===== src/rtl/pkt_gen.sv =====
// pkt_gen: queues software metadata words and expands each into a header-plus-seeded-body packet stream.
module pkt_gen #(
    parameter int FIFO_DEPTH = 8,
    parameter logic [1:0] PORT_ID = 2'd0
) (
    input  logic                          clk,
    input  logic                          reset,
    input  logic                          meta_en,
    input  logic [31:0]                   meta_in,
    input  logic                          enable,
    input  logic                          out_ready,
    output logic                          out_valid,
    output logic [31:0]                   out_data,
    output logic                          out_sop,
    output logic                          out_eop,
    output logic [1:0]                    out_dest,
    output logic                          fifo_full,
    output logic [$clog2(FIFO_DEPTH):0]   fifo_level,
    output logic [7:0]                    drop_cnt,
    output logic [15:0]                   pkt_cnt
);
    localparam int AW = $clog2(FIFO_DEPTH);
    localparam int LW = AW + 1;

    typedef enum logic {IDLE, SEND} state_t;

    state_t        state, state_n;
    logic [31:0]   mem [FIFO_DEPTH];
    logic [AW-1:0] wr_ptr, rd_ptr;
    logic [LW-1:0] level_n;
    logic [31:0]   head;
    logic [5:0]    len, idx;
    logic [23:0]   seed;
    logic          push, pop, adv, done, can_start;

    if (FIFO_DEPTH < 2 || (FIFO_DEPTH & (FIFO_DEPTH - 1)) != 0 || $bits(PORT_ID) != 2) begin : g_bad_params
        $error("pkt_gen: FIFO_DEPTH must be a power of 2 and at least 2");
    end

    assign head      = mem[rd_ptr];
    assign can_start = fifo_level != '0 && enable;
    // Zero-length words are never queued; a full FIFO drops even if a pop frees a slot this cycle.
    assign push      = meta_en && meta_in[29:24] != 6'd0 && !fifo_full;
    assign level_n   = fifo_level + LW'(push) - LW'(pop);

    always_comb begin
        state_n = state;
        pop     = 1'b0;
        adv     = 1'b0;
        done    = 1'b0;
        if (state == IDLE) begin
            pop     = can_start;
            state_n = can_start ? SEND : IDLE;
        end else if (out_valid && out_ready) begin
            adv     = !out_eop;
            done    = out_eop;
            pop     = out_eop && can_start;
            state_n = (out_eop && !can_start) ? IDLE : SEND;
        end
    end

    always_ff @(posedge clk) begin
        if (reset) state <= IDLE;
        else       state <= state_n;
    end

    always_ff @(posedge clk) begin
        if (push) mem[wr_ptr] <= meta_in;
    end

    always_ff @(posedge clk) begin
        if (reset) begin
            wr_ptr     <= '0;
            rd_ptr     <= '0;
            fifo_level <= '0;
            fifo_full  <= 1'b0;
            drop_cnt   <= '0;
            pkt_cnt    <= '0;
        end else begin
            wr_ptr     <= wr_ptr + AW'(push);
            rd_ptr     <= rd_ptr + AW'(pop);
            fifo_level <= level_n;
            fifo_full  <= level_n == LW'(FIFO_DEPTH);
            drop_cnt   <= drop_cnt + 8'(meta_en && !push && drop_cnt != 8'hFF);
            pkt_cnt    <= pkt_cnt + 16'(done);
        end
    end

    // idx is the index of the next body word to present.
    always_ff @(posedge clk) begin
        if (reset) begin
            out_valid <= 1'b0;
            out_data  <= '0;
            out_sop   <= 1'b0;
            out_eop   <= 1'b0;
            out_dest  <= '0;
            len       <= '0;
            idx       <= '0;
            seed      <= '0;
        end else if (pop) begin
            out_valid <= 1'b1;
            out_data  <= head;
            out_sop   <= 1'b1;
            out_eop   <= head[29:24] == 6'd1;
            out_dest  <= head[31:30];
            len       <= head[29:24];
            idx       <= 6'd1;
            seed      <= head[23:0];
        end else if (adv) begin
            out_data  <= {8'h00, seed + 24'(idx)};
            out_sop   <= 1'b0;
            out_eop   <= idx == len - 6'd1;
            idx       <= idx + 6'd1;
        end else if (done) begin
            out_valid <= 1'b0;
        end
    end
endmodule


===== config.mk =====
export PLATFORM = sky130hd
export DESIGN_NAME = pkt_gen
export DESIGN_NICKNAME = d
export VERILOG_FILES = /design/src/rtl/pkt_gen.sv
export SDC_FILE = /design/constraint.sdc
export NUM_CORES = 1
export LEC_CHECK = 0
export CAP_MARGIN = 20
export CORE_MARGIN = 2
export CORE_UTILIZATION = 40
export DETAILED_ROUTE_END_ITERATION = 8
export GPL_TIMING_DRIVEN = 0
export PLACE_DENSITY = 0.59
export SLEW_MARGIN = 40
export SYNTH_ARGS = -nofsm -noshare
export SYNTH_HDL_FRONTEND = slang
export SYNTH_SLANG_ARGS = --single-unit

===== constraint.sdc =====
create_clock -name clk -period 4.8 [get_ports clk]
set_input_delay 1.2 -clock clk [delete_from_list [all_inputs] [get_ports clk]]
set_output_delay 1.2 -clock clk [all_outputs]
set_load 0.01 [all_outputs]

[Word-level counts from Yosys, hierarchy flattened]
Memories as Yosys holds them, arrays and structs flattened. A register that Yosys moved wholly into a read port is not among the register bits.
Index checks and enable logic that the tools add are counted.
Cells by class
  muxes and demuxes: 24
  $add $sub $neg: 9
  reductions and logical operators: 18
  equal/unequal tests: 5
Operators with widths (count)
  $mux 32: 2
  $add 24x6->24: 1
  $mux 1: 21
  $add 16x1->16: 1
  $add 8x1->8: 1
  $logic_and 1x1->1: 8
  $ne 8x8->1 const B: 1
  $add 3x1->3: 2
  $add 6x1->6 const B: 1
  $eq 6x1->1 const B: 1
  $eq 6x6->1: 1
  $reduce_bool 6->1: 1
  $sub 6x1->6 const B: 1
  $add 4x1->4: 1
  $eq 4x4->1 const B: 1
  $logic_not 1->1: 4
  $reduce_bool 2->1: 2
  $reduce_bool 4->1: 1
  $sub 4x1->4: 1
  $mux 3: 1
  $ne 2x2->1 const B: 1
  $reduce_and 2->1: 1
  $reduce_or 2->1: 1
Word-level totals
  memories kept: 1
  RAM bits: 256
  input port bits: 37
  bits in registers: 109
Memories
  mem: depth 8, width 32, rd ports 1, clocked after Yosys merged registers in 1, wr ports 1, line 28  | logic [31:0] mem [FIFO_DEPTH];

[Longest topological paths before layout]
  depth after elaboration: 7
  gate-level depth with buffers: 14
  depth with buffers taken out: 12

[Worst setup path after synthesis]
Ideal clock, no wire load.
  path kind: in2reg
  from: input meta_in[24]
  to: memory mem[2][0], enable pin
  cell stages on the path: 4
  arrival: 4.089 ns
  data required time: 4.332 ns
  setup slack: 0.243 ns
  setup time: 0.468 ns
  path through: nor4_1 -> a21oi_1 -> nand2b_1 -> nor3b_1
Between the ends
  word-level cells in the longest chain between the ends: 5
RTL lines
  start, declared: line 9  | input logic [31:0] meta_in,
  $reduce_bool 6->1: line 43  | assign push = meta_en && meta_in[29:24] != 6'd0 && !fifo_full;
  $logic_and 1x1->1 (2 in series): line 43
  $mux 1: line 68  | if (push) mem[wr_ptr] <= meta_in;
  $mux 1 (not written as such): line 68
  end, declared: line 28
Every way passes these cells.

[Worst setup path in the final report]
  from: input out_ready
  to: register fifo_full
Between the ends
  word-level cells in the longest chain between the ends: 5
RTL lines
  start, declared: line 11  | input logic out_ready,
  $logic_and 1x1->1: line 54  | end else if (out_valid && out_ready) begin
  $mux 1: line 54
  $mux 1: line 51  | if (state == IDLE) begin
  net pop: line 34  | logic push, pop, adv, done, can_start;
  $sub 4x1->4: line 44  | assign level_n = fifo_level + LW'(push) - LW'(pop);
  $eq 4x4->1: line 83  | fifo_full <= level_n == LW'(FIFO_DEPTH);
  end signal, assigned: line 83
  end, declared: line 17  | output logic fifo_full,
The timed path passes the listed nets, and every way through them passes these cells.
A chain may end at the register's enable or synchronous reset.

==> results.toml <==
[status]
outcome = "completed"

[synth]
synth_compound_area_share_pct = 7.84
ys_seq_area_share_pct = 67.4
yosys_warnings = 0
syn_area_per_cell_um2 = 14.7
ys_types = 60
synthAdderAreaFrac_pct = 2.07
yosys.area_share.simple_pct = 8.12
synth-xor-area-share_pct = 2.63
synth-seq-cells = 365
synth_top_family_by_area = "multiplexers"
synth_fp_nets = 1060
synth-edff-count = 256
synthMuxAreaShare_pct = 9.90
synth_ff_type = "edfxtp_1"
ys_async_sr_fraction_pct = 0
netlist_area_um2 = 14700
syn_inst = 1000

[pwr]
p_comb_share_pct = 23.9
swShare_pct = 28.6
power.internal_mw = 6.47
ir_drop_mv = 0.236
seq_power_share_pct = 43.8
power_switching_mw = 2.60
cellPowerDensity_nw_per_um2 = 507
p_leak_nw = 6.09
p_clk_share_pct = 32.3

[timing]
rsz0062_at_grt = "no"
post-route-period-util_pct = 93.4
worstMarginPinSlew_ns = 0.809
post-route-min-period_ns = 4.48
clock_skew_ns = 0.0162
report.final.slew_viol_count = 0
timing.final.ws_setup_ns = 0.319
finalHoldViolations = 0
setup_viol_count_final = 0
max_freq_mhz = 223
fin_tns_setup_ns = 0
slew_headroom_pct = 46.1

[detailed_routing]
wl_met2_mm = 17.1
drt_iter0_markers = 631
wire_per_inst_um = 21.6
vias = 9045
routed.top_layer = "met5"
drt-total-wl_mm = 36.4
viasPerCell = 5.37
wl_met1_mm = 16.6
ant_nets = 0
drt-pass1-iter-count = 5
dr_wl_met3_mm = 2.02
post-route-drc-count = 0

[worst_setup_path]
criticalPathCategory = "in -> reg"
required_ns = 5.20
rr_startpoint = "fifo_level[2]"
rrSetupSlack_ns = 1.09
reg2reg_depth = 12
crit_end = "fifo_full"
crit_path_start_kind = "input pin"
crit_fanout = 11
startpoint = "out_ready"
timing.rr.end = "fifo_full"
worstPathArrival_ns = 4.88
crit_path_end_kind = "flop"

[finish]
drive_above_1_share_pct = 15.6
most-common-layout-cells = "edfxtp_1 (256), dfxtp_1 (109), clkdlybuf4s50_1 (102)"
final_common_cell = "edfxtp_1"
n_antenna_cell = 0
final_nets = 1245
area_growth_pct = 22.2

[die]
pin_count = 103
dieWidth_um = 195
die_h_um = 195
rows = 70
dieArea_um2 = 38200
initial_core_util_pct = 40.3
core_region_area_um2 = 36300

[grt]
grt_pass1_wl_mm = 55.4
grt_overflow = 0
antenna_found_initial = 2
grt_start_max_net_pins = 14
first_global_vias = 8907
track_usage_pct = 19.3

[clocking]
cts_buffers = 40
clk_latency_ns = 0.53
cts_tree = "done"
clockRootBuffer = "clkbuf_16"
hold_buffers = 0
max-clock-path-buffers = 3
path_clk_slew_ns = 0.06
post_cts_resized = 0
post_cts_buffers = 0
cts_sinks = 365
htreeDepth = 2

[placed_design]
post-place-ws_ns = -0.174
dp_hpwl_mm = 26.5
globalplace.congestion = 0.872
port_buffers = 102

[min_path]
worstHoldPathType = "reg -> reg"
min_path_cells = 1

[run]
cap_viol_max_count = 0
## critical path: stages
cell and delay [ns]:
clkdlybuf4s50_1 0.47, nand3_1 0.17, a221o_1 0.49, clkinv_1 0.46, buf_2 0.33, buf_2 0.24
ha_1 0.32, inv_1 0.04, ha_1 0.19, fa_1 0.39, xor2_1 0.16, nor4b_1 0.39
## area by class of cell
cell class / instances / area, um^2
Clock inverter: 22 / 176
Inverter: 18 / 67.6
Sequential cell: 365 / 9870
Tap cell: 468 / 586
Timing Repair Buffer: 143 / 1370
Clock buffer: 50 / 1070
Buffer: 48 / 236
Multi-Input combinational cell: 569 / 4520
Fill cell: 3111 / 18400
## worst min-delay path by stage
stage,startpoint,to
after floorplan,len[1],len[1]
after global placement,out_dest[1],out_dest[1]
after detailed placement,out_data[30],out_data[30]
after CTS,out_data[30],out_data[30]
after global routing,out_data[30],out_data[30]
final,out_data[30],out_data[30]
## sequential cells by signal (all words and copies together), names as in the netlist
signal,cells
mem,256
out_data,32
seed,24
pkt_cnt,16
drop_cnt,8
idx,6
len,6
fifo_level,4
rd_ptr,3
wr_ptr,3
out_dest,2
fifo_full,1
out_eop,1
out_sop,1
out_valid,1
state,1
## cells in the mapped netlist, drive strengths merged (15+ instances only)
master    n  share of area [%]
nor3     16               0.55
ha       21                1.8
nor2     53                1.4
a21oi    48                1.6
dfxtp   109                 15
xor2     21                1.3
clkbuf   21               0.54
nand2    91                2.3
buf      27                1.1
o21ai    23               0.79
mux2i    32                2.2
xnor2    23                1.4
nand3    18               0.61
edfxtp  256                 52
a31oi    15               0.64
inv      17               0.44
mux4     50                7.7
## metrics by stage
| stage | utilization (%) | hold slack (ns) | cells | cell area (um^2) | total power [mW] |
|---|---|---|---|---|---|
| 2_1_floorplan | - | 0.444 | 1000 | 14700 | 5.31 |
| 3_3_place_gp | 44.7 | 0.436 | 1570 | 16300 | 6.15 |
| 3_5_place_dp | 45.8 | 0.442 | 1611 | 16700 | 6.22 |
| 4_1_cts | 49.2 | 0.455 | 1683 | 17900 | 9.15 |
| 5_1_grt | 49.2 | 0.464 | 1683 | 17900 | 9.49 |
| 6_report | 49.2 | 0.451 | 1683 | 17900 | 9.07 |
## power by group through the flow
stage	logic (mW)	clock network, mW	registers (mW)
6_report	2.17	2.93	3.97
4_1_cts	2.19	2.99	3.97
3_5_place_dp	2.18	0	4.04
2_1_floorplan	1.27	0	4.04
3_3_place_gp	2.09	0	4.06
5_1_grt	2.36	3.12	4.01
## routing by layer
metal	track usage (%)	vias up
met5	0	-
met4	4.52	4
met3	3.23	57
met2	31.2	266
met1	27.6	4513
li1	-	4205
## logic make-up after synthesis
| family | count (synthesis) |
|---|---|
| AO/OA/AOI/OAI | 173 |
| adder cells (fa/ha/maj) | 23 |
| AND/OR/NAND/NOR | 247 |
| multiplexers | 82 |
| XOR/XNOR | 44 |
| buffers and inverters | 66 |
| flip-flops | 365 |
(Power assumes the default switching activity.)
